<file path="src/rtl/prog_frame_loader_if.sv">
`default_nettype none
// ============================================================================
// Module   : prog_frame_loader_if
// Brief    : Byte-receiver input, ICCM write port and status bundle of the
//            programming frame loader.
// Revision : 1.0 - initial release
// ============================================================================
interface prog_frame_loader_if #(
  parameter int ADDR_W = 12
) ();
  logic              prog_i;
  logic              rx_dv_i;
  logic [7:0]        rx_byte_i;
  logic              we_o;
  logic [ADDR_W-1:0] addr_o;
  logic [31:0]       wdata_o;
  logic              busy_o;
  logic              done_o;
  logic [1:0]        err_o;
  logic              prog_rst_no;

  // Loader side: consumes the byte stream, drives the ICCM port and status
  modport slave (
    input  prog_i, rx_dv_i, rx_byte_i,
    output we_o, addr_o, wdata_o, busy_o, done_o, err_o, prog_rst_no
  );

  // Host side: supplies bytes and mode, observes writes and status
  modport master (
    output prog_i, rx_dv_i, rx_byte_i,
    input  we_o, addr_o, wdata_o, busy_o, done_o, err_o, prog_rst_no
  );
endinterface
`default_nettype wire

</file>
<file path="src/rtl/prog_frame_loader.sv">
`default_nettype none
// ============================================================================
// Module   : prog_frame_loader
// Brief    : Framed, checksum-verified boot-image loader. Parses
//            sync / len_lo / len_hi / payload / checksum, writes one ICCM
//            word per 4 payload bytes and holds the core in reset until a
//            frame verifies.
// Revision : 1.0 - initial release
// ============================================================================
module prog_frame_loader #(
  parameter int          ADDR_W      = 12,
  parameter int          MAX_WORDS   = 1024,
  parameter logic [7:0]  SYNC_BYTE   = 8'hA5,
  parameter logic [23:0] TIMEOUT_CYC = 24'd1_000_000
) (
  input  logic               clk_i,
  input  logic               rst_ni,
  prog_frame_loader_if.slave bus
);

  localparam logic [2:0] c_st_idle   = 3'd0;
  localparam logic [2:0] c_st_sync   = 3'd1;
  localparam logic [2:0] c_st_len_lo = 3'd2;
  localparam logic [2:0] c_st_len_hi = 3'd3;
  localparam logic [2:0] c_st_data   = 3'd4;
  localparam logic [2:0] c_st_csum   = 3'd5;
  localparam logic [2:0] c_st_done   = 3'd6;
  localparam logic [2:0] c_st_err    = 3'd7;

  localparam logic [15:0] c_max_words = 16'(MAX_WORDS);
  localparam logic [1:0]  c_err_len   = 2'd1;
  localparam logic [1:0]  c_err_csum  = 2'd2;
  localparam logic [1:0]  c_err_abort = 2'd3;

  logic [2:0]        r_state;
  logic [15:0]       r_len;
  logic [15:0]       r_widx;      // index of the word currently being assembled
  logic [1:0]        r_k;         // byte position within the current word
  logic [23:0]       r_asm;       // lower three bytes of the word in flight
  logic [7:0]        r_sum;
  logic [23:0]       r_tmo;
  logic              r_we;
  logic [ADDR_W-1:0] r_addr;
  logic [31:0]       r_wdata;
  logic              r_done;
  logic [1:0]        r_err;
  logic              r_prog_rst_n;
  logic              r_last_ok;   // last attempted load succeeded (or none since reset)

  logic [7:0]        w_byte;
  logic [15:0]       w_len;
  logic [7:0]        w_sum_next;

  assign w_byte     = bus.rx_byte_i;
  assign w_len      = {w_byte, r_len[7:0]};
  assign w_sum_next = r_sum + w_byte;

  // Frame parser, write generation, timeout and sticky status
  always_ff @(posedge clk_i) begin
    if (!rst_ni) begin
      r_state      <= c_st_idle;
      r_len        <= '0;
      r_widx       <= '0;
      r_k          <= '0;
      r_asm        <= '0;
      r_sum        <= '0;
      r_tmo        <= '0;
      r_we         <= 1'b0;
      r_addr       <= '0;
      r_wdata      <= '0;
      r_done       <= 1'b0;
      r_err        <= '0;
      r_prog_rst_n <= 1'b1;
      r_last_ok    <= 1'b1;
    end else begin
      r_we <= 1'b0;
      case (r_state)
        c_st_idle: begin
          if (bus.prog_i) begin
            r_state      <= c_st_sync;
            r_prog_rst_n <= 1'b0;
            r_done       <= 1'b0;
            r_err        <= '0;
            r_widx       <= '0;
            r_k          <= '0;
            r_sum        <= '0;
          end
        end
        c_st_sync: begin
          if (!bus.prog_i) begin
            r_state      <= c_st_idle;
            r_prog_rst_n <= r_last_ok;
          end else if (bus.rx_dv_i && (w_byte == SYNC_BYTE)) begin
            r_state <= c_st_len_lo;
            r_tmo   <= '0;
          end
        end
        c_st_len_lo, c_st_len_hi, c_st_data, c_st_csum: begin
          if (!bus.prog_i) begin
            // Abort takes priority; any coincident byte is dropped
            r_state   <= c_st_err;
            r_err     <= c_err_abort;
            r_last_ok <= 1'b0;
          end else if (bus.rx_dv_i) begin
            r_tmo <= '0;
            r_sum <= w_sum_next;
            case (r_state)
              c_st_len_lo: begin
                r_len[7:0] <= w_byte;
                r_state    <= c_st_len_hi;
              end
              c_st_len_hi: begin
                r_len <= w_len;
                if ((w_len == 16'd0) || (w_len > c_max_words)) begin
                  r_state   <= c_st_err;
                  r_err     <= c_err_len;
                  r_last_ok <= 1'b0;
                end else begin
                  r_state <= c_st_data;
                end
              end
              c_st_data: begin
                r_k <= r_k + 2'd1;
                if (r_k == 2'd3) begin
                  r_we    <= 1'b1;
                  r_addr  <= r_widx[ADDR_W-1:0];
                  r_wdata <= {w_byte, r_asm};
                  r_widx  <= r_widx + 16'd1;
                  if (r_widx == (r_len - 16'd1)) begin
                    r_state <= c_st_csum;
                  end
                end else begin
                  r_asm[8*r_k +: 8] <= w_byte;
                end
              end
              default: begin
                // Checksum byte: the full running sum must wrap to zero
                if (w_sum_next == 8'd0) begin
                  r_state      <= c_st_done;
                  r_done       <= 1'b1;
                  r_prog_rst_n <= 1'b1;
                  r_last_ok    <= 1'b1;
                end else begin
                  r_state   <= c_st_err;
                  r_err     <= c_err_csum;
                  r_last_ok <= 1'b0;
                end
              end
            endcase
          end else if (r_tmo == (TIMEOUT_CYC - 24'd1)) begin
            r_state   <= c_st_err;
            r_err     <= c_err_abort;
            r_last_ok <= 1'b0;
          end else begin
            r_tmo <= r_tmo + 24'd1;
          end
        end
        default: begin
          // DONE / ERR: hold status until programming mode is released
          if (!bus.prog_i) begin
            r_state <= c_st_idle;
          end
        end
      endcase
    end
  end

  assign bus.we_o        = r_we;
  assign bus.addr_o      = r_addr;
  assign bus.wdata_o     = r_wdata;
  assign bus.busy_o      = (r_state >= c_st_sync) && (r_state <= c_st_csum);
  assign bus.done_o      = r_done;
  assign bus.err_o       = r_err;
  assign bus.prog_rst_no = r_prog_rst_n;

endmodule
`default_nettype wire

</file>
<file path="src/flat_wrapper.sv">
// flat-port wrapper written by rule: the top's interface ports become plain ports
module prog_frame_loader_flat 
#(
  parameter int          ADDR_W      = 12,
  parameter int          MAX_WORDS   = 1024,
  parameter logic [7:0]  SYNC_BYTE   = 8'hA5,
  parameter logic [23:0] TIMEOUT_CYC = 24'd1_000_000
)
  (clk_i, rst_ni, bus_prog_i, bus_rx_dv_i, bus_rx_byte_i, bus_we_o, bus_addr_o, bus_wdata_o, bus_busy_o, bus_done_o, bus_err_o, bus_prog_rst_no);
  prog_frame_loader_if #(.ADDR_W(ADDR_W)) bus_i ();
  input  logic clk_i;
  input  logic rst_ni;
  input wire logic [$bits(bus_i.prog_i)-1:0] bus_prog_i;
  input wire logic [$bits(bus_i.rx_dv_i)-1:0] bus_rx_dv_i;
  input wire logic [$bits(bus_i.rx_byte_i)-1:0] bus_rx_byte_i;
  output wire logic [$bits(bus_i.we_o)-1:0] bus_we_o;
  output wire logic [$bits(bus_i.addr_o)-1:0] bus_addr_o;
  output wire logic [$bits(bus_i.wdata_o)-1:0] bus_wdata_o;
  output wire logic [$bits(bus_i.busy_o)-1:0] bus_busy_o;
  output wire logic [$bits(bus_i.done_o)-1:0] bus_done_o;
  output wire logic [$bits(bus_i.err_o)-1:0] bus_err_o;
  output wire logic [$bits(bus_i.prog_rst_no)-1:0] bus_prog_rst_no;
  assign bus_i.prog_i = bus_prog_i;
  assign bus_i.rx_dv_i = bus_rx_dv_i;
  assign bus_i.rx_byte_i = bus_rx_byte_i;
  assign bus_we_o = bus_i.we_o;
  assign bus_addr_o = bus_i.addr_o;
  assign bus_wdata_o = bus_i.wdata_o;
  assign bus_busy_o = bus_i.busy_o;
  assign bus_done_o = bus_i.done_o;
  assign bus_err_o = bus_i.err_o;
  assign bus_prog_rst_no = bus_i.prog_rst_no;
  prog_frame_loader #(.ADDR_W(ADDR_W), .MAX_WORDS(MAX_WORDS), .SYNC_BYTE(SYNC_BYTE), .TIMEOUT_CYC(TIMEOUT_CYC)) u_core (.clk_i(clk_i), .rst_ni(rst_ni), .bus(bus_i));
endmodule
</file>
<file path="config.mk">
export PLATFORM = sky130hd
export DESIGN_NAME = prog_frame_loader_flat
export DESIGN_NICKNAME = d
export VERILOG_FILES = /design/src/rtl/prog_frame_loader_if.sv /design/src/rtl/prog_frame_loader.sv /design/src/flat_wrapper.sv
export SDC_FILE = /design/constraint.sdc
export NUM_CORES = 1
export LEC_CHECK = 0
export BUFFER_PORTS_ARGS = -buffer_cell sky130_fd_sc_hd__buf_2
export CAP_MARGIN = 25
export CELL_PAD_IN_SITES_DETAIL_PLACEMENT = 1
export CELL_PAD_IN_SITES_GLOBAL_PLACEMENT = 2
export CORE_ASPECT_RATIO = 2
export CORE_MARGIN = 5
export CORE_UTILIZATION = 36
export DETAILED_ROUTE_END_ITERATION = 12
export PLACE_DENSITY = 0.76
export SYNTH_ARGS = -nofsm -noshare
export SYNTH_HDL_FRONTEND = slang
export SYNTH_SLANG_ARGS = --single-unit
export TNS_END_PERCENT = 10
</file>
<file path="constraint.sdc">
create_clock -name clk_i -period 3.8 [get_ports clk_i]
set_input_delay 0.19 -clock clk_i [delete_from_list [all_inputs] [get_ports clk_i]]
set_output_delay 0.19 -clock clk_i [all_outputs]
set_load 0.05 [all_outputs]
</file>
==> results of run 1 <==
-- area by class of cell --
class	instances	area, µm²	share of cell area, %
multi-input combinational	653	4080	48.40
inverter	13	48.80	0.5788
clock inverter	13	257.7	3.057
timing repair buffer	75	410.4	4.868
tap	262	327.8	3.888
clock buffer	19	442.9	5.254
sequential	143	2863	33.96
-- Yosys cell counts, types with 3 or more instances --
library cell	n	area [µm²]
sky130_fd_sc_hd__ha_1	21	262.8
sky130_fd_sc_hd__and2_1	9	56.30
sky130_fd_sc_hd__nand4b_1	3	26.28
sky130_fd_sc_hd__or2_2	3	18.77
sky130_fd_sc_hd__and4_1	5	43.79
sky130_fd_sc_hd__dfxtp_1	143	2863
sky130_fd_sc_hd__clkbuf_1	42	157.7
sky130_fd_sc_hd__nor4_1	8	50.05
sky130_fd_sc_hd__nor3b_1	7	52.55
sky130_fd_sc_hd__nand4_1	6	37.54
sky130_fd_sc_hd__or3_1	14	87.58
sky130_fd_sc_hd__a21boi_0	70	525.5
sky130_fd_sc_hd__inv_1	12	45.04
sky130_fd_sc_hd__nor2b_1	33	206.5
sky130_fd_sc_hd__nand2b_1	3	18.77
sky130_fd_sc_hd__o31ai_1	4	30.03
sky130_fd_sc_hd__buf_1	4	15.01
sky130_fd_sc_hd__o21ai_0	24	120.1
sky130_fd_sc_hd__a31o_2	3	26.28
sky130_fd_sc_hd__nor3_1	16	80.08
sky130_fd_sc_hd__a21oi_1	25	125.1
sky130_fd_sc_hd__xor2_1	26	227.7
sky130_fd_sc_hd__nand3_1	50	250.2
sky130_fd_sc_hd__buf_2	3	15.01
sky130_fd_sc_hd__mux2i_1	20	200.2
sky130_fd_sc_hd__and3_1	11	68.82
sky130_fd_sc_hd__a211oi_1	5	37.54
sky130_fd_sc_hd__xnor2_1	26	227.7
sky130_fd_sc_hd__a22oi_1	8	60.06
sky130_fd_sc_hd__a31oi_1	7	43.79
sky130_fd_sc_hd__nand2_1	150	563.0
sky130_fd_sc_hd__o21a_1	3	22.52
sky130_fd_sc_hd__nor2_1	54	202.7
-- cell families after synthesis --
logic type	share of synthesized area, %
adders and majority gates	3.929
and+or+nand+nor	26.74
DFF	39.78
AOI/OAI and AO/OA	16.69
muxes	2.938
xor gates and xnor gates	6.328
buffers and inverters	3.598
-- stage by stage --
step,util (%),total power [mW],hold slack [ps]
6_report,42.54,4.472,181.1
5_1_grt,42.54,4.659,193.1
4_1_cts,42.54,4.532,175.0
3_5_place_dp,39.00,2.520,459.4
3_3_place_gp,39.00,2.496,449.7
2_1_floorplan,-,2.254,334.9
-- per-layer routing --
| layer | global-route usage (%) | vias to the layer above |
|---|---|---|
| li1 | - | 3061 |
| met1 | 18.63 | 3112 |
| met2 | 38.38 | 102 |
| met3 | 3.678 | 45 |
| met4 | 10.03 | 0 |
| met5 | 0 | - |
-- power groups by stage --
stage | Sequential, mW | Combinational (mW) | Clock, mW
after floorplan | 1.68 | 0.578 | 0
after global placement | 1.62 | 0.880 | 0
after detailed placement | 1.62 | 0.903 | 0
after CTS | 1.58 | 0.908 | 2.04
after global routing | 1.59 | 0.976 | 2.09
final | 1.58 | 0.902 | 1.99
-- registers in the layout (all words and copies together), names as in the netlist --
signal and flops:
u_core.bus.addr_o 12, u_core.bus.prog_rst_no 1, u_core.r_k 2, u_core.bus.we_o 1, u_core.r_last_ok 1, u_core.r_len 16, u_core.r_widx 16, u_core.bus.err_o 2
u_core.r_tmo 24, u_core.bus.wdata_o 32, u_core.bus.done_o 1, u_core.r_state 3, u_core.r_sum 8, u_core.r_asm 24
-- tightest hold or removal path: cells and delay by family --
| family | cells | cell delay, ps |
|---|---|---|
| compound gates | 1 | 80 |
| simple gates | 1 | 80 |
| buf+inv | 1 | 190 |
-- path summary, 6_finish.rpt --
check / endpoint / depth (start not counted)
max reg2reg: u_core.bus.addr_o[8] / 9
max: u_core.bus.addr_o[8] / 9
min: u_core.bus.wdata_o[24] / 3
min reg2reg: u_core.bus.addr_o[1] / 2
==> results, run 1 <==
- The total CTS buffers is 17.
- After synthesis, the netlist uses 64 different library cells.
- STA puts the critical path data arrival time at 3750 ps.
- The met2 wirelength from detailed routing is 12550 µm.
- The clock network burns 44.4% of the power.
- After clock tree synthesis, the repair step resized 0 gates.
- The worst supply voltage drop on vdd is 0.3426 mV.
- The tree is rooted in a sky130_fd_sc_hd__clkbuf_16.
- For this run, the number of standard cells in the final layout without fillers is 1178.
- The CTS tree is done.
- The via count of the first global-routing pass is 6982.
- The number of warnings printed during yosys synthesis is 0.
- After detailed routing, the met3 layer carries 562 µm of wire.
- The worst path required time is roughly 4000 ps.
- The overall fraction of global-route tracks in use is 19.69%.
- Walking the worst path, the cells encountered are inv_1, ha_1, buf_4, nand3_1, a2111oi_2, nand2_1, buf_4, nand2_1, a21boi_0.
- The top metal layer carrying routed signals is met4.
- The floorplan has 73 rows.
- The total area inside the core boundary comes to ~20000 µm².
- The switching power is 1.329 mW.
- The final setup skew is ~13 ps.
- The CTS sink count is around 140.
- The repair_antennas step left the layout with diodes totalling 0.
- Counting the fill cells in the layout gives ~2400.
- The clock tree synthesis step divided the H-tree into 4 levels.
- The height of the die is 210.0 µm.
- The global-route wire length before repair is 35360 µm.
- The combinational share of power is 20.2%.
- STA classifies the critical path startpoint as a register.
- The min-delay analysis places its worst path in the category input port to register.
- In this run the most critical hold path is launched from bus_rx_byte_i[0].
- Sequential cells account for 35.4% of the total power.
- The ratio of total power to cell area is 530.5 nW/µm².
- In this run the deepest clock path goes through 2 buffers.
- Setup violations remaining at the end of the flow were counted as 0.
- In this run, synthesis inferred 0 flip-flops with an integrated enable.
- The average footprint of a synthesized cell is roughly 8.4 µm².
- Once placement completed, the tool counted placed cells totaling 1146.
- The number of iterations in the first detailed-routing pass is 4.
- Counting every instance in the synthesized netlist gives between 800 and 900.
- For this run the aggregate overflow at the end of global routing stands at 0.
- For this run, the leading register cell type out of synthesis is sky130_fd_sc_hd__dfxtp_1.
- The top cell types in the final layout, fill and taps aside, are sky130_fd_sc_hd__nand2_1 (150), sky130_fd_sc_hd__dfxtp_1 (143), sky130_fd_sc_hd__a21boi_0 (70), sky130_fd_sc_hd__buf_2 (61), sky130_fd_sc_hd__nor2_1 (54).
- The category of the most critical setup path is register to register.
- The longest individual stage delay on the worst path is 610 ps.
- The startpoint of the lowest-slack register-to-register path is u_core.r_state[1].
- Setup total negative slack on the finished layout was measured at 0 ps.
- The run finished with clean final reports.
- Leaving out fill and tap cells, the most frequent cell in the layout is sky130_fd_sc_hd__nand2_1.
- The sequential fraction of the synthesis area is 39.78%.
- Together, buffers and inverters on the worst path number 3.
- After legalization and detailed placement, the total HPWL measured 16040 µm.
- The endpoint kind of the worst setup timing path is a register.
- The async set or reset register ratio after synthesis is 0%.
- With fillers left out, the area of the finished cells amounts to between 8000 and 9000 µm².
- The number of maximum-capacitance constraint violations is 0.
- The routed metal-1 wire length is 7699 µm.
- After detailed routing, the average wire length per cell comes to ~18 µm.
- Once routing completed, OpenROAD measured the worst setup slack at 360.1 ps.
- The critical path starts at u_core.r_state[1].
- The worst max-slew margin expressed relative to the limit is 28.30%.
- The slew at the pin closest to its max-slew limit is 1073 ps.
- The cell class contributing the biggest share of worst-path delay is buffers and inverters.
- For this configuration, the core starts out at a cell density of 36.31%.
- The final route contains ~6300 vias.
- The number of DRC violations after detailed routing is 0.
- For this design, the CTS-stage hold fixing added 0 buffers.
- The number of failing hold endpoints at the final stage is 0.
- The placement-stage worst setup slack is approximately 390 ps.
- The number of port buffers is 61.
- The max-slew violation count is 0.
- Entering global routing, the biggest net connects 60 pins.
- After clock tree synthesis, the setup repair step added 0 buffers.
- The smallest clock period supported by the final layout is computed as approximately 3400 ps.
- The number of top-level pins is 62.
- The maximum net fanout on the critical path is 31.
- The netlist area before placement is 7197 µm².
- In this run the register-to-register setup slack is 360 ps.
- Based on the critical path, the design can be clocked at up to 290.7 MHz.
- The post-synth net total is 894.
- The cell area after placement is 7730 µm².
- The congestion estimate from routability-driven global placement came to 0.8390.
- The floorplan die area is 23090 µm².
- At the end of the flow, the number of nets in the layout was 937.
- The final critical path takes up 90.52% of the cycle.
- After clock tree synthesis, the clock-pin slew on the worst setup and hold paths is roughly 60 ps.
- In this run, synthesis produced a sequential element count of approximately 140.
- After detailed routing, the number of vias per cell comes to 5.365.
- In this run the remaining antenna-violating nets after routing total 0.
- In this run switching power makes up between 20% and 30% of total power.
- Setup repair after global routing left no endpoint under its margin.
- In this run the horizontal extent of the chip is ~110 µm.
- The largest individual stage delay along the critical path comes from the cell sky130_fd_sc_hd__a2111oi_2.
- The leakage component of the power is 3.160 nW.
- Of the cells placed in the final design, the portion with a size suffix greater than 1 is 13.86%.
- Clock latency on the worst-skew pair, taken at its later pin, is 430 ps.
- The area growth from synthesis to layout is 17.14%.
- After detailed routing, the total wire length is between 20000 and 25000 µm.
- The internal cell power is 3.143 mW.
- The initial antenna violation count was 0.
- The number of DRC markers in iteration 0 is 228.
(Power assumes the default switching activity.)
==> run 2, diff against run 1 <==
--- a/config.mk
+++ b/config.mk
@@ -5,15 +5,15 @@
 export SDC_FILE = /design/constraint.sdc
 export NUM_CORES = 1
 export LEC_CHECK = 0
-export BUFFER_PORTS_ARGS = -buffer_cell sky130_fd_sc_hd__buf_2
+export BUFFER_PORTS_ARGS = -buffer_cell sky130_fd_sc_hd__buf_4
 export CAP_MARGIN = 25
 export CELL_PAD_IN_SITES_DETAIL_PLACEMENT = 1
 export CELL_PAD_IN_SITES_GLOBAL_PLACEMENT = 2
 export CORE_ASPECT_RATIO = 2
 export CORE_MARGIN = 5
-export CORE_UTILIZATION = 36
+export CORE_UTILIZATION = 33
 export DETAILED_ROUTE_END_ITERATION = 12
-export PLACE_DENSITY = 0.76
+export PLACE_DENSITY = 0.73
 export SYNTH_ARGS = -nofsm -noshare
 export SYNTH_HDL_FRONTEND = slang
 export SYNTH_SLANG_ARGS = --single-unit
==> constraint.sdc (replaced) <==
create_clock -name clk_i -period 2.8 [get_ports clk_i]
set_input_delay 0.14 -clock clk_i [delete_from_list [all_inputs] [get_ports clk_i]]
set_output_delay 0.14 -clock clk_i [all_outputs]
set_load 0.05 [all_outputs]
==> results, run 2 (synthesis gave the netlist of run 1 again) <==
- Result of the run: completed (unchanged).
- The estimated wirelength of the detail-placed design came to 16490 µm (was 16040 µm).
- The clock tree root buffer cell is sky130_fd_sc_hd__clkbuf_16 (unchanged).
- The number of iterations in the first detailed-routing pass is 4 (unchanged).
- The CTS sink count is 143 (unchanged).
- The final cell utilization of the core is 40.33% (was 42.54%).
- The number of cells traversed by the worst hold path was 3 (unchanged).
- The count of inserted antenna diode cells is 0 (unchanged).
- The category of the most critical setup path is register to register (unchanged).
- The height of the die is 218.9 µm (was 210.0 µm).
- The register share of total power is 37.6% (was 35.4%).
- The slew at the pin closest to its max-slew limit is 605.3 ps (was 1073 ps).
- The leftover overflow at the end of global routing is 0 (unchanged).
- The combinational share of power is 24.6% (was 20.2%).
- The starting utilization of the core area is 33.49% (was 36.31%).
- The initial antenna violation count is 0 (unchanged).
- The total non-filler cell area in the finished layout is 8667 µm² (was 8431 µm²).
- The net switching share of the total power is 32.50% (was 29.72%).
- The number of DRC markers in iteration 0 is 258 (was 228).
- The average vias per placed instance is 5.221 (was 5.365).
- The total via count in the routed design came to 6317 (was 6320).
- The max-slew violation count is 0 (unchanged).
- The sum of negative setup slack was 0 ps (unchanged).
- The number of core rows is 76 (was 73).
- The worst max-slew margin expressed relative to the limit was 59.50% (was 28.30%).
- The largest buffer count on any clock path is 2 (unchanged).
- The number of failing hold endpoints at the final stage is 0 (unchanged).
- The horizontal die dimension is 114.4 µm (was 110.0 µm).
- The number of non-filler instances in the completed layout is 1210 (was 1178).
- The ratio of total power to cell area is 657.1 nW/µm² (was 530.5 nW/µm²).
- The maximum net fanout on the critical path was 8 (was 31).
- Commonest cells after routing, fill and taps aside: sky130_fd_sc_hd__nand2_1 (150), sky130_fd_sc_hd__dfxtp_1 (143), sky130_fd_sc_hd__buf_4 (98), sky130_fd_sc_hd__a21boi_0 (70), sky130_fd_sc_hd__nor2_1 (54) (was sky130_fd_sc_hd__nand2_1 (150), sky130_fd_sc_hd__dfxtp_1 (143), sky130_fd_sc_hd__a21boi_0 (70), sky130_fd_sc_hd__buf_2 (61), sky130_fd_sc_hd__nor2_1 (54)).
- The final net count was 961 (was 937).
- The start point of the worst min-delay path is bus_rx_byte_i[3] (was bus_rx_byte_i[0]).
- The layout cell share with drive strength beyond 1 is 16.12% (was 13.86%).
- The worst path required time is 3120 ps (was 4110 ps).
- Setup repair after global routing missed its margin: false (unchanged).
- The placeable core region came to 21490 µm² (was 19820 µm²).
- The number of DRC violations after detailed routing is 0 (unchanged).
- The total CTS buffers was 17 (unchanged).
- The number of maximum-capacitance constraint violations is 0 (unchanged).
- The floorplan die area is 25040 µm² (was 23090 µm²).
- The hold-critical path endpoint is u_core.bus.wdata_o[27] (was u_core.bus.wdata_o[24]).
- The share of the cycle needed by the critical path after routing came to 93.24% (was 90.52%).
- The via count of the first global-routing pass is 6935 (was 6982).
- The number of buffers inserted by post-CTS setup repair is 0 (unchanged).
- The worst supply voltage drop on vdd is 0.3450 mV (was 0.3426 mV).
- The number of port buffers is 61 (unchanged).
- The depth of the worst register-to-register path is 8 (was 9).
- The overall fraction of global-route tracks in use is 18.45% (was 19.69%).
- The number of top-level pins is 62 (unchanged).
- The startpoint type of the worst setup path is a register (unchanged).
- The highest clock rate is 383.0 MHz (was 290.7 MHz).
- The startpoint of the lowest-slack register-to-register path is u_core.r_state[1] (unchanged).
- The maximum level of the CTS H-tree is 4 (unchanged).
- The number of nets still failing antenna checks after routing is 0 (unchanged).
- The CTS tree was done (unchanged).
- The worst reg-to-reg setup slack is 190 ps (was 360 ps).
- The cell area after placement came to 8108 µm² (was 7730 µm²).
- The switching power was 1.851 mW (was 1.329 mW).
- Chain of cells forming the critical path: buf_4, or3b_4, or4_4, a21oi_4, nand3_1, nor3_1, xnor2_1, nor2_1 (was inv_1, ha_1, buf_4, nand3_1, a2111oi_2, nand2_1, buf_4, nand2_1, a21boi_0).
- The endpoint kind of the worst setup timing path is a register (unchanged).
- The placer congestion estimate is 0.8509 (was 0.8390).
- The commonest non-fill, non-tap cell in the layout is sky130_fd_sc_hd__nand2_1 (unchanged).
- The leakage component of the power came to 3.203 nW (was 3.160 nW).
- The internal cell power is 3.844 mW (was 3.143 mW).
- The flip-flop count of the largest register, all copies and words added is 32 (unchanged).
- The number of setup violations in the final report is 0 (unchanged).
- The data arrival time of the critical path is 2930 ps (was 3750 ps).
- The clock transition at the registers of the reported paths is 60 ps (about the same).
- The final setup skew was 8.186 ps (was 13.09 ps).
- The overall power after layout is 5.695 mW (was 4.472 mW).
- The share of total power in the clock network was 37.9% (was 44.4%).
- The critical path's slowest cell is sky130_fd_sc_hd__or4_4 (was sky130_fd_sc_hd__a2111oi_2).
- The class of the worst hold path was input port to register (unchanged).
- The average wire length per cell after detail routing is 18.34 µm (was 18.41 µm).
- The final wirelength is 22200 µm (was 21690 µm).
- The endpoint of the worst-slack reg-to-reg timing path is u_core.r_tmo[18] (was u_core.bus.addr_o[8]).
- The worst-skew pair later-pin latency came to 440 ps (was 430 ps).
- The longest individual stage delay on the worst path is 560 ps (was 610 ps).
- The pin count of the biggest net entering global routing is 56 (was 60).
- The number of placed instances, taps included is 1181 (was 1146).
- The area growth from synthesis to final layout is 20.43% (was 17.14%).
- The global-route wire length before repair is 36000 µm (was 35360 µm).
- The final critical path time including I/O delays and setup was 2611 ps (was 3440 ps).
[run 2: cell count changes in the layout (fill, tap and decap cells not counted), sizes merged]
cell	before	now
bufinv	7	1
inv	14	12
clkinvlp	1	5
buf	75	99
clkbuf	19	20
[run 2: critical path: cells and delay by family (launching register included)]
| kind | cells | cell delay [ps] |
|---|---|---|
| flops | 1 | 330 |
| buf+inv | 1 | 160 |
| xor+xnor | 1 | 170 |
| simple gates | 5 | 1610 |
| compound gates | 1 | 220 |
[run 2: stage by stage]
step | hold slack [ps] | setup WS [ps]
after global placement | 450.8 | 156.0
final | 61.74 | 189.4
after floorplan | 284.9 | 13.95
after global routing | 66.75 | 10.44
after detailed placement | 458.0 | 124.4
after CTS | 50.76 | 90.57
[run 2: final cells by class]
type / instances / area [µm²]
Clock buffer: 20 / 456.7
Clock inverter: 9 / 90.09
Fill cell: 2595 / 12820
Inverter: 13 / 48.80
Multi-Input combinational cell: 653 / 4111
Sequential cell: 143 / 2863
Tap cell: 273 / 341.6
Timing Repair Buffer: 99 / 755.7
[run 2: worst max path at each step]
stage,from,slack (ps),cells past startpoint,endpoint
2_1_floorplan,u_core.r_state[2],10,12,u_core.r_widx[9]
3_3_place_gp,u_core.r_sum[0],160,10,u_core.r_state[0]
3_5_place_dp,u_core.r_sum[0],120,10,u_core.r_state[0]
4_1_cts,u_core.r_sum[0],90,10,u_core.r_state[0]
5_1_grt,u_core.r_state[1],10,8,u_core.r_tmo[18]
6_report,u_core.r_state[1],190,8,u_core.r_tmo[18]
[run 2: timing repair]
action,4_1_cts,5_1_grt
hold buffers,0,0
setup endpoints to repair,0,3
gates resized for setup,0,3
[run 2: power groups by stage]
stage	registers [mW]	logic, mW	clock network [mW]
3_5_place_dp	2.18	1.41	0
6_report	2.14	1.40	2.16
3_3_place_gp	2.18	1.39	0
2_1_floorplan	2.28	0.808	0
4_1_cts	2.14	1.42	2.23
5_1_grt	2.15	1.51	2.29
[run 2: per-layer routing]
metal / routed length [µm] / vias up / GRT usage [%]
li1: - / 3111 / -
met1: 8206 / 3089 / 17.95
met2: 12800 / 85 / 36.23
met3: 522 / 32 / 3.946
met4: 671 / 0 / 7.729
met5: 0 / - / 0
==> run 3, diff against run 2 <==
--- a/config.mk
+++ b/config.mk
@@ -5,13 +5,14 @@
 export SDC_FILE = /design/constraint.sdc
 export NUM_CORES = 1
 export LEC_CHECK = 0
+export ABC_AREA = 1
 export BUFFER_PORTS_ARGS = -buffer_cell sky130_fd_sc_hd__buf_4
 export CAP_MARGIN = 25
 export CELL_PAD_IN_SITES_DETAIL_PLACEMENT = 1
 export CELL_PAD_IN_SITES_GLOBAL_PLACEMENT = 2
 export CORE_ASPECT_RATIO = 2
 export CORE_MARGIN = 5
-export CORE_UTILIZATION = 33
+export CORE_UTILIZATION = 31
 export DETAILED_ROUTE_END_ITERATION = 12
 export PLACE_DENSITY = 0.73
 export SYNTH_ARGS = -nofsm -noshare
==> results, run 3 <==
- The final net count is 1162 (was 961).
- Result of the run: completed (unchanged).
- Post-synth top cells: sky130_fd_sc_hd__nand2_1 (204), sky130_fd_sc_hd__dfxtp_1 (143), sky130_fd_sc_hd__nor2_1 (115), sky130_fd_sc_hd__a21oi_1 (113), sky130_fd_sc_hd__inv_1 (89) (was sky130_fd_sc_hd__nand2_1 (150), sky130_fd_sc_hd__dfxtp_1 (143), sky130_fd_sc_hd__a21boi_0 (70), sky130_fd_sc_hd__nor2_1 (54), sky130_fd_sc_hd__nand3_1 (50)).
- The final wirelength was 27100 µm (was 22200 µm).
- The number of port buffers was 61 (unchanged).
- The placer congestion estimate came to 0.9172 (was 0.8509).
- Dominant cells by area after synthesis: sky130_fd_sc_hd__dfxtp_1 (38%), sky130_fd_sc_hd__nand2_1 (10%), sky130_fd_sc_hd__a21oi_1 (7.4%) (was sky130_fd_sc_hd__dfxtp_1 (40%), sky130_fd_sc_hd__nand2_1 (7.8%), sky130_fd_sc_hd__a21boi_0 (7.3%)).
- The most instantiated flip-flop cell in the synthesis netlist is sky130_fd_sc_hd__dfxtp_1 (unchanged).
- The final critical path time including I/O delays and setup came to 2534 ps (was 2611 ps).
- The horizontal die dimension is 120.7 µm (was 114.4 µm).
- The number of warnings printed during yosys synthesis is 0 (unchanged).
- The clock tree root buffer cell is sky130_fd_sc_hd__clkbuf_16 (unchanged).
- The longest individual stage delay on the worst path was 520 ps (was 560 ps).
- The number of fill cells is 3057 (was 2595).
- The number of DRC violations after detailed routing is 0 (unchanged).
- Setup repair after global routing missed its margin: false (unchanged).
- The worst path required time is 3100 ps (was 3120 ps).
- The height of the die came to 231.4 µm (was 218.9 µm).
- The startpoint of the worst setup timing path was u_core.r_state[2] (was u_core.r_state[1]).
- The cell class contributing the biggest share of worst-path delay is simple AND/OR/NAND/NOR gates (unchanged).
- The number of top-level pins is 62 (unchanged).
- The total CTS buffers is 17 (unchanged).
- The leakage component of the power is 3.737 nW (was 3.203 nW).
- The area of combinational cells with multiple inputs is 4121 µm² (was 4111 µm²).
- The pin count of the biggest net entering global routing came to 57 (was 56).
- The overall fraction of global-route tracks in use came to 20.00% (was 18.45%).
- The instance count of the mapped netlist is 1067 (was 860).
- The netlist area before placement was 7597 µm² (was 7197 µm²).
- The CTS sink count is 143 (unchanged).
- The floorplan die area is 27930 µm² (was 25040 µm²).
- The depth of the worst register-to-register path is 10 (was 8).
- The endpoint kind of the worst setup timing path was a register (unchanged).
- The via count of the first global-routing pass is 7810 (was 6935).
- The number of nets still failing antenna checks after routing is 0 (unchanged).
- Commonest cells after routing, fill and taps aside: sky130_fd_sc_hd__nand2_1 (204), sky130_fd_sc_hd__dfxtp_1 (143), sky130_fd_sc_hd__nor2_1 (115), sky130_fd_sc_hd__a21oi_1 (113), sky130_fd_sc_hd__inv_1 (88) (was sky130_fd_sc_hd__nand2_1 (150), sky130_fd_sc_hd__dfxtp_1 (143), sky130_fd_sc_hd__buf_4 (98), sky130_fd_sc_hd__a21boi_0 (70), sky130_fd_sc_hd__nor2_1 (54)).
- The average vias per placed instance came to 5.135 (was 5.221).
- The max-slew violation count is 0 (unchanged).
- The sum of negative setup slack was 0 ps (unchanged).
- The worst max-slew margin expressed relative to the limit is 58.57% (was 59.50%).
- The highest clock rate came to 394.7 MHz (was 383.0 MHz).
- The class of the worst hold path is input port to register (unchanged).
- The post-synth net total came to 1101 (was 894).
- The estimated wirelength of the detail-placed design is 21610 µm (was 16490 µm).
- The global-route wire length before repair is 42570 µm (was 36000 µm).
- The worst supply voltage drop on vdd is 0.3969 mV (was 0.3450 mV).
- The share of the synthesized area in the top cell type is 37.68% (was 39.78%).
- The number of buffers inserted by post-CTS setup repair is 0 (unchanged).
- The maximum net fanout on the critical path was 17 (was 8).
- The flip-flop count of the largest register, all copies and words added is 32 (unchanged).
- The number of maximum-capacitance constraint violations is 0 (unchanged).
- The buffers plus inverters on the worst setup path is 3 (was 1).
- The number of cells traversed by the worst hold path came to 3 (unchanged).
- The most frequent cell after synthesis is sky130_fd_sc_hd__nand2_1 (unchanged).
- The leftover overflow at the end of global routing is 0 (unchanged).
- The data arrival time of the critical path is 2840 ps (was 2930 ps).
- The largest buffer count on any clock path is 2 (unchanged).
- The hold buffer count at CTS is 0 (unchanged).
- The number of core rows is 81 (was 76).
- The post-cts repair resize count is 0 (unchanged).
- The initial antenna violation count is 0 (unchanged).
- The number of iterations in the first detailed-routing pass is 4 (unchanged).
- The placeable core region was 24320 µm² (was 21490 µm²).
- The number of DRC markers in iteration 0 is 224 (was 258).
- The number of setup violations in the final report came to 0 (unchanged).
- The startpoint of the lowest-slack register-to-register path is u_core.r_state[2] (was u_core.r_state[1]).
- The category of the most critical setup path is register to register (unchanged).
- The sequential fraction of the synthesis area is 37.68% (was 39.78%).
- The async set or reset register ratio after synthesis is 0% (unchanged).
- The count of inserted antenna diode cells is 0 (unchanged).
- The total via count in the routed design is 7348 (was 6317).
- The number of enable-type register cells in the synthesized netlist is 0 (unchanged).
- The clock transition at the registers of the reported paths was 60 ps (about the same).
- The area occupied by registers is 2863 µm² (unchanged).
- The maximum level of the CTS H-tree came to 4 (unchanged).
- Chain of cells forming the critical path: inv_2, ha_1, buf_4, nand2_2, nor2_4, nand2_1, inv_2, nand2_1, a31oi_1, a211oi_1 (was buf_4, or3b_4, or4_4, a21oi_4, nand3_1, nor3_1, xnor2_1, nor2_1).
- The cell taking the most area after synthesis is sky130_fd_sc_hd__dfxtp_1 (unchanged).
- The worst reg-to-reg setup slack is 270 ps (was 190 ps).
- The final setup skew is 10.12 ps (was 8.186 ps).
- The slew at the pin closest to its max-slew limit is 621.5 ps (was 605.3 ps).
- The commonest non-fill, non-tap cell in the layout is sky130_fd_sc_hd__nand2_1 (unchanged).
- The ratio of total power to cell area was 723.8 nW/µm² (was 657.1 nW/µm²).
- The area growth from synthesis to final layout is 18.64% (was 20.43%).
- The layout cell share with drive strength beyond 1 was 15.16% (was 16.12%).
- The starting utilization of the core area is 31.23% (was 33.49%).
- The cell area after placement is 8416 µm² (was 8108 µm²).
- The unique cell type count in the Yosys netlist came to 43 (was 64).
- The critical path's slowest cell is sky130_fd_sc_hd__dfxtp_1 (was sky130_fd_sc_hd__or4_4).
- The startpoint type of the worst setup path is a register (unchanged).
- The worst-skew pair later-pin latency is 440 ps (about the same).
- The critical path depth in cells is 10 (was 8).
- The share of the cycle needed by the critical path after routing is 90.49% (was 93.24%).
- The start point of the worst min-delay path is bus_rx_byte_i[0] (was bus_rx_byte_i[3]).
- The number of synthesized register bits is 143 (unchanged).
- The average wire length per cell after detail routing is 18.94 µm (was 18.34 µm).
- The total non-filler cell area in the finished layout is 9014 µm² (was 8667 µm²).
- The number of failing hold endpoints at the final stage was 0 (unchanged).
- The average footprint of a synthesized cell is 7.120 µm² (was 8.368 µm²).
- The CTS tree is done (unchanged).
-- run 3: cell types whose count changed in the layout (fill, tap and decap cells not counted), sizes merged, moves of 11 or more --
cell / before / now
inv: 12 / 107
a21oi: 26 / 113
nor2: 54 / 125
a21boi: 70 / 0
nand2: 150 / 215
o21ai: 26 / 78
nor2b: 33 / 0
nand4: 7 / 34
mux2i: 20 / 0
or3: 14 / 0
a211oi: 6 / 19
nor3: 18 / 31
buf: 99 / 88
xnor2: 26 / 15
-- run 3: kinds of logic (layout without fill, tap and decap cells) --
kind of cell	after synthesis	in the layout	synth area share, %
xor gates and xnor gates	41	41	4.727
and+or+nand+nor	479	479	28.61
AOI/OAI and AO/OA	232	232	17.13
buffers and inverters	150	224	8.136
adders and majority gates	22	22	3.722
DFF	143	143	37.68
-- run 3: final cells by class --
type,count,area share (%)
flip-flops and latches,143,31.76
clock inverters,11,1.416
multi-input cells,774,45.72
clock buffers,21,5.219
well taps,290,4.026
repair buffers,88,7.468
inverters,104,4.386
-- run 3: worst paths after layout --
| check | endpoint |
|---|---|
| worst max-delay path | u_core.r_asm[15] |
| worst min register to register | u_core.bus.wdata_o[11] |
| worst max register to register | u_core.r_asm[15] |
| worst min-delay path | u_core.r_asm[8] |
-- run 3: power by group --
part           switching, mW  total, mW  internal [mW]
sequential            0.0846       2.19           2.11
clock                  0.943       2.33           1.39
combinational           1.42       2.00          0.575
total                   2.45       6.52           4.07
-- run 3: worst reg2reg max path, stage by stage, from the launching register on --
cell and delay, ps:
sky130_fd_sc_hd__dfxtp_1 520, sky130_fd_sc_hd__inv_2 130, sky130_fd_sc_hd__ha_1 370, sky130_fd_sc_hd__buf_4 260, sky130_fd_sc_hd__nand2_2 120, sky130_fd_sc_hd__nor2_4 150
sky130_fd_sc_hd__nand2_1 80, sky130_fd_sc_hd__inv_2 120, sky130_fd_sc_hd__nand2_1 310, sky130_fd_sc_hd__a31oi_1 280, sky130_fd_sc_hd__a211oi_1 70
-- run 3: metal layers --
metal,vias to the layer above,part of all wire (%),wire length [µm],track usage (%)
met5,-,0,0,0
met2,96,59,15980,40.92
met4,0,5.1,1386,10.99
met1,3521,34,9229,17.77
met3,58,1.9,506,3.297
li1,3673,-,-,-
-- run 3: metrics by stage --
stage	total power [mW]	hold WS [ps]	instances	setup WS, ps	util (%)
floorplan	3.557	303.4	1067	543.6	-
global placement	4.252	451.3	1399	323.4	34.60
detailed placement	4.258	452.3	1399	265.5	34.60
CTS	6.635	37.65	1431	255.0	37.06
global route	6.887	67.98	1431	37.44	37.06
finish	6.524	75.85	1431	266.3	37.06
